`src/rtl/iic_arbiter.sv`:
```
// rtl/iic_arbiter.sv - round-robin arbiter sharing one IIC_CTL among NUM_PORTS requesters
module iic_arbiter #(
  parameter int NUM_PORTS = 2
) (
  input  logic                   CLK_IN,
  input  logic                   RESET_IN,
  input  logic [NUM_PORTS-1:0]   S_REQ_IN,
  input  logic [8*NUM_PORTS-1:0] S_NUM_IN,
  input  logic [7*NUM_PORTS-1:0] S_DAD_IN,
  input  logic [NUM_PORTS-1:0]   S_NOA_IN,
  input  logic [8*NUM_PORTS-1:0] S_ADR_IN,
  input  logic [NUM_PORTS-1:0]   S_RNW_IN,
  input  logic [8*NUM_PORTS-1:0] S_WDT_IN,
  output logic [NUM_PORTS-1:0]   S_RAK_OUT,
  output logic [NUM_PORTS-1:0]   S_WDA_OUT,
  output logic [NUM_PORTS-1:0]   S_WAE_OUT,
  output logic [NUM_PORTS-1:0]   S_BSY_OUT,
  output logic [7:0]             S_RDT_OUT,
  output logic [NUM_PORTS-1:0]   S_RVL_OUT,
  output logic [NUM_PORTS-1:0]   S_EOR_OUT,
  output logic [NUM_PORTS-1:0]   S_ERR_OUT,
  output logic                   M_REQ_OUT,
  output logic [7:0]             M_NUM_OUT,
  output logic [6:0]             M_DAD_OUT,
  output logic                   M_NOA_OUT,
  output logic [7:0]             M_ADR_OUT,
  output logic                   M_RNW_OUT,
  output logic [7:0]             M_WDT_OUT,
  input  logic                   M_RAK_IN,
  input  logic                   M_WDA_IN,
  input  logic                   M_WAE_IN,
  input  logic                   M_BSY_IN,
  input  logic [7:0]             M_RDT_IN,
  input  logic                   M_RVL_IN,
  input  logic                   M_EOR_IN,
  input  logic                   M_ERR_IN
);

  localparam int GW = (NUM_PORTS > 1) ? $clog2(NUM_PORTS) : 1;

  typedef enum logic [1:0] {ST_IDLE, ST_ISSUE, ST_BUSY} state_t;

  state_t               state;
  state_t               state_nxt;
  logic [GW-1:0]        gnt;
  logic [GW-1:0]        last;
  logic [GW-1:0]        winner;
  logic                 has_winner;
  logic                 grant_go;
  logic [NUM_PORTS-1:0] pending;
  logic [NUM_PORTS-1:0] s_rak;
  logic [NUM_PORTS-1:0] s_bsy;
  logic [NUM_PORTS-1:0] s_err;
  logic                 m_req;
  logic [7:0]           m_num;
  logic [6:0]           m_dad;
  logic                 m_noa;
  logic [7:0]           m_adr;
  logic                 m_rnw;

  // A port whose acknowledge is on the wire this cycle is not a new request
  assign pending  = S_REQ_IN & ~s_rak;
  assign grant_go = (state == ST_IDLE) && has_winner && !M_BSY_IN;

  // Round-robin search: closest requesting port after the last one served
  always_comb begin
    int idx;
    idx        = 0;
    winner     = last;
    has_winner = 1'b0;
    for (int k = NUM_PORTS; k >= 1; k--) begin
      idx = (int'(last) + k) % NUM_PORTS;
      if (pending[GW'(idx)]) begin
        winner     = GW'(idx);
        has_winner = 1'b1;
      end
    end
  end

  // State register
  always_ff @(posedge CLK_IN or posedge RESET_IN) begin
    if (RESET_IN) state <= ST_IDLE;
    else          state <= state_nxt;
  end

  // Next-state: grant, wait for IIC_CTL acknowledge, wait for IIC_CTL idle
  always_comb begin
    state_nxt = state;
    case (state)
      ST_IDLE:  if (grant_go)  state_nxt = ST_ISSUE;
      ST_ISSUE: if (M_RAK_IN)  state_nxt = ST_BUSY;
      ST_BUSY:  if (!M_BSY_IN) state_nxt = ST_IDLE;
      default:  state_nxt = ST_IDLE;
    endcase
  end

  // Registered grant bookkeeping and command fields latched on the grant edge
  always_ff @(posedge CLK_IN or posedge RESET_IN) begin
    if (RESET_IN) begin
      gnt   <= '0;
      last  <= GW'(NUM_PORTS - 1);
      s_rak <= '0;
      s_bsy <= '0;
      s_err <= '0;
      m_req <= 1'b0;
      m_num <= '0;
      m_dad <= '0;
      m_noa <= 1'b0;
      m_adr <= '0;
      m_rnw <= 1'b0;
    end else begin
      s_rak <= '0;
      case (state)
        ST_IDLE: begin
          if (grant_go) begin
            gnt           <= winner;
            m_req         <= 1'b1;
            m_num         <= S_NUM_IN[8*winner +: 8];
            m_dad         <= S_DAD_IN[7*winner +: 7];
            m_noa         <= S_NOA_IN[winner];
            m_adr         <= S_ADR_IN[8*winner +: 8];
            m_rnw         <= S_RNW_IN[winner];
            s_bsy[winner] <= 1'b1;
            s_err[winner] <= 1'b0;
          end
        end
        ST_ISSUE: begin
          if (M_ERR_IN) s_err[gnt] <= 1'b1;
          if (M_RAK_IN) begin
            m_req      <= 1'b0;
            s_rak[gnt] <= 1'b1;
          end
        end
        ST_BUSY: begin
          if (M_ERR_IN) s_err[gnt] <= 1'b1;
          if (!M_BSY_IN) begin
            s_bsy[gnt] <= 1'b0;
            last       <= gnt;
          end
        end
        default: ;
      endcase
    end
  end

  // Combinational response steering to the granted port and write-data mux
  always_comb begin
    S_WDA_OUT = '0;
    S_WAE_OUT = '0;
    S_RVL_OUT = '0;
    S_EOR_OUT = '0;
    if (state != ST_IDLE) begin
      S_WDA_OUT[gnt] = M_WDA_IN;
      S_WAE_OUT[gnt] = M_WAE_IN;
      S_RVL_OUT[gnt] = M_RVL_IN;
      S_EOR_OUT[gnt] = M_EOR_IN;
    end
    M_WDT_OUT = (state == ST_ISSUE) ? S_ADR_IN[8*gnt +: 8] : S_WDT_IN[8*gnt +: 8];
  end

  assign S_RAK_OUT = s_rak;
  assign S_BSY_OUT = s_bsy;
  assign S_ERR_OUT = s_err;
  assign S_RDT_OUT = M_RDT_IN;
  assign M_REQ_OUT = m_req;
  assign M_NUM_OUT = m_num;
  assign M_DAD_OUT = m_dad;
  assign M_NOA_OUT = m_noa;
  assign M_ADR_OUT = m_adr;
  assign M_RNW_OUT = m_rnw;

endmodule
```
`config.mk`:
```
export PLATFORM = sky130hd
export DESIGN_NAME = iic_arbiter
export DESIGN_NICKNAME = d
export VERILOG_FILES = /design/src/rtl/iic_arbiter.sv
export SDC_FILE = /design/constraint.sdc
export NUM_CORES = 1
export LEC_CHECK = 0
export CAP_MARGIN = 25
export CORE_ASPECT_RATIO = 0.7
export CORE_MARGIN = 5
export CORE_UTILIZATION = 36
export CTS_BUF_LIST = sky130_fd_sc_hd__clkbuf_8 sky130_fd_sc_hd__clkbuf_16
export DETAILED_ROUTE_END_ITERATION = 7
export PLACE_DENSITY_LB_ADDON = 0.12
export SLEW_MARGIN = 15
export SYNTH_ARGS = -nofsm -noshare
export SYNTH_HDL_FRONTEND = slang
export SYNTH_SLANG_ARGS = --single-unit
```
`constraint.sdc`:
```
create_clock -name CLK_IN -period 2 [get_ports CLK_IN]
set_input_delay 0.4 -clock CLK_IN [delete_from_list [all_inputs] [get_ports CLK_IN]]
set_output_delay 0.4 -clock CLK_IN [all_outputs]
set_load 0.05 [all_outputs]
```
==> flow_summary.yaml <==
sta:
  drv_slew: 0
  period_share_pct: 106
  slew_headroom_pct: 64.8
  holdWs_ps: 482
  finalSetupTns_ps: -512
  fmaxAchievable_ghz: 0.473
  hold_violations: 0
  rsz0062_at_grt: "true"
  fin_crit_ps: 2110
  skew_ps: 5.47
  fin_ws_ps: -114
  setup_violations: 7
  tightest_slew_ps: 521
global_route:
  grt_use_met2_pct: 26.3
  grt_pass1_vias: 1926
  grt_util_met3_pct: 6.88
  top_usage_layer: "met2"
  grt_first_pass_wirelength_um: 9670
  grt_usage_pct: 16.8
  grt_start_max_net_pins: 37
  grt-ovfl-total: 0
  grt.met1_usage_pct: 22.0
  antenna_found_initial: 0
cts:
  clkSinkCount: 36
  postCtsHoldBufs: 0
  root_buffer: "clkbuf_8"
  insertion_delay_ps: 280
  cts_buffer_depth: 2
  cts_tree: "done"
  numCtsBuffers: 5
  clk_pin_slew_ps: 70
  htreeDepth: 2
synth:
  yosysWarnings: 0
  netlist-cell-type-count: 35
  synth.avg_cell_area_um2: 10.4
  synthTopCellsByArea: "dfrtp_1, mux2i_1, mux4_2"
  syn_area_mm2: 0.00205
  ys_ff_latch: 36
  synth_area_leader_cell: "dfrtp_1"
  synth.top_cell.area_share_pct: 42.6
  postSynthCellCount: 198
  synth_nets: 287
  ys_seq_area_share_pct: 43.9
route:
  route.vias.total: 1919
  wl_per_cell_um: 15.3
  via_per_inst: 4.77
  drc_errors: 0
  ant_nets: 0
  dr.pass1.iters: 4
  routed_wl_um: 6140
  drt_iter0_drc: 45
placement:
  hpwl_um: 4760
  dpl-instance-area_mm2: 0.00345
  placed_cells: 385
  place_congestion: 0.764
  post-place-ws_ps: 45.6
  io_buffers: 123
cells_and_area:
  final_core_util_pct: 65.1
  finalInstanceArea_mm2: 0.00367
  final_cells: 402
  nets: 415
  syn2layout_area_growth_pct: 78.8
  drive_gt1_share_pct: 20.2
  num_antenna_cells: 0
pwr:
  seq_power_share_pct: 21.1
  p_clk_share_pct: 8.3
  ir_drop_mv: 0.750
  p_total_mw: 6.17
  internal-power_mw: 3.18
  pwr-share-comb_pct: 70.5
  leakage_nw: 1.58
  powerDensity_mw_per_mm2: 1680
  power.net_switching_mw: 2.99
  switching_share_pct: 48.5
die:
  die_area_mm2: 0.00734
  chipHeight_um: 73.2
  pin_count: 141
  die_x_um: 100
  core_mm2: 0.00564
  start_util_pct: 36.4
  num_rows: 23
setup_path:
  required_ps: 1600
  critPathLaunchType: "flip-flop"
  cp_max_fo: 7
  worst_setup_path_end_kind: "output port"
  critical_path_class: "reg -> out"
  worstRegToRegCells: 6
  cp_data_arrival_time_ps: 1710
status:
  violations: "negative setup slack"
  status: "complete, but fails checks"
min_path:
  whs_path_depth: 2
  hp-class: "reg -> reg"
flow_run:
  drv_cap: 0
-- per-layer routing --
layer	up-vias	share of wire, %
li1	949	-
met1	885	44
met2	79	46
met3	6	9.8
met4	0	0.37
met5	-	0
-- cell type report --
type,count,area (um2)
Clock buffer,6,82.6
Fill cell,449,1970
Inverter,9,33.8
Timing Repair Buffer,143,1510
Clock inverter,2,7.51
Sequential cell,36,903
Multi-Input combinational cell,131,1040
Tap cell,75,93.8
-- cells in the final DEF, fill, tap and decap left out, drive strengths merged --
| cell | netlist | final |
|---|---|---|
| o21ai | 29 | 29 |
| inv | 9 | 11 |
| o32ai | 1 | 1 |
| nand2 | 30 | 30 |
| nor2 | 2 | 2 |
| ha | 4 | 4 |
| and2 | 6 | 6 |
| o211ai | 1 | 1 |
| o32a | 2 | 2 |
| o221a | 1 | 1 |
| clkbuf | 3 | 6 |
| and3 | 2 | 2 |
| nor2b | 2 | 2 |
| or2b | 1 | 1 |
| o22ai | 1 | 1 |
| nor3b | 1 | 1 |
| nand3 | 1 | 1 |
| nand4bb | 1 | 1 |
| nand2b | 1 | 1 |
| nand3b | 1 | 1 |
| or3b | 1 | 1 |
| a31oi | 2 | 2 |
| clkdlybuf4s50 | 0 | 105 |
| nor3 | 1 | 1 |
| a21oi | 3 | 3 |
| a2bb2oi | 1 | 1 |
| buf | 19 | 38 |
| dfstp | 1 | 1 |
| mux2i | 25 | 25 |
| dfrtp | 35 | 35 |
| mux4 | 8 | 8 |
| a211oi | 2 | 2 |
| nor4bb | 1 | 1 |
-- flip-flops by register name (all words and copies together), names as in the netlist, 2 cells and up --
name	flops
M_ADR_OUT	8
M_NUM_OUT	8
M_DAD_OUT	7
S_BSY_OUT	2
S_ERR_OUT	2
S_RAK_OUT	2
state	2
-- cell usage after synthesis (all sizes together) --
library cell and n:
dfstp 1, ha 4, nor2 2, inv 9
nand4bb 1, a21oi 3, a31oi 2, nand3 1
o211ai 1, or3b 1, clkbuf 3, o22ai 1
o21ai 29, o32ai 1, buf 19, or2b 1
and3 2, o32a 2, a2bb2oi 1, nor3 1
nor2b 2, dfrtp 35, mux2i 25, a211oi 2
o221a 1, nor4bb 1, nand2 30, nor3b 1
mux4 8, nand2b 1, nand3b 1, and2 6
-- power by group through the flow --
stage          combinational (mW)  clock (mW)  sequential, mW
3_5_place_dp                 4.10           0            1.31
2_1_floorplan                1.69           0            2.22
6_report                     4.35       0.514            1.30
4_1_cts                      4.28       0.540            1.31
5_1_grt                      4.61       0.577            1.35
3_3_place_gp                 4.08           0            1.30
-- final timing paths --
kind,slack [ps],start,end
worst max-delay path,-110,state[0]$_DFFE_PP0P_,M_WDT_OUT[7]
worst min-delay path,480,M_NUM_OUT[1]$_DFFE_PP0P_,M_NUM_OUT[1]$_DFFE_PP0P_
worst max register to register,230,state[0]$_DFFE_PP0P_,S_BSY_OUT[1]$_DFFE_PP0P_
worst min register to register,480,M_NUM_OUT[1]$_DFFE_PP0P_,M_NUM_OUT[1]$_DFFE_PP0P_
max in group asynchronous,1090,RESET_IN,last$_DFFE_PP1P_
min in group asynchronous,540,RESET_IN,M_DAD_OUT[1]$_DFFE_PP0P_
-- repair_timing --
| action | 4_1_cts | 5_1_grt |
|---|---|---|
| setup buffers | 5 | 4 |
| gates resized for setup | 11 | 7 |
| pin swaps | 0 | 1 |
| setup endpoints to repair | 15 | 14 |
-- cells by family (layout without fill, tap and decap cells) --
kind of cell | Yosys count | in the layout | share of synthesized area [%]
AO/OA/AOI/OAI | 43 | 43 | 12.4
adder cells (fa/ha/maj) | 4 | 4 | 2.44
buffers and inverters | 31 | 160 | 7.92
flip-flops | 36 | 36 | 43.9
multiplexers | 33 | 33 | 20.9
AND/OR/NAND/NOR | 51 | 51 | 12.4
-- critical path, stage by stage (launching register included) --
cell     delay [ps]
dfrtp_1         410
ha_4            180
buf_12          130
buf_4           130
buf_6           100
mux4_2          310
buf_12          170
Note: power is estimated with default switching activity, not from simulation.
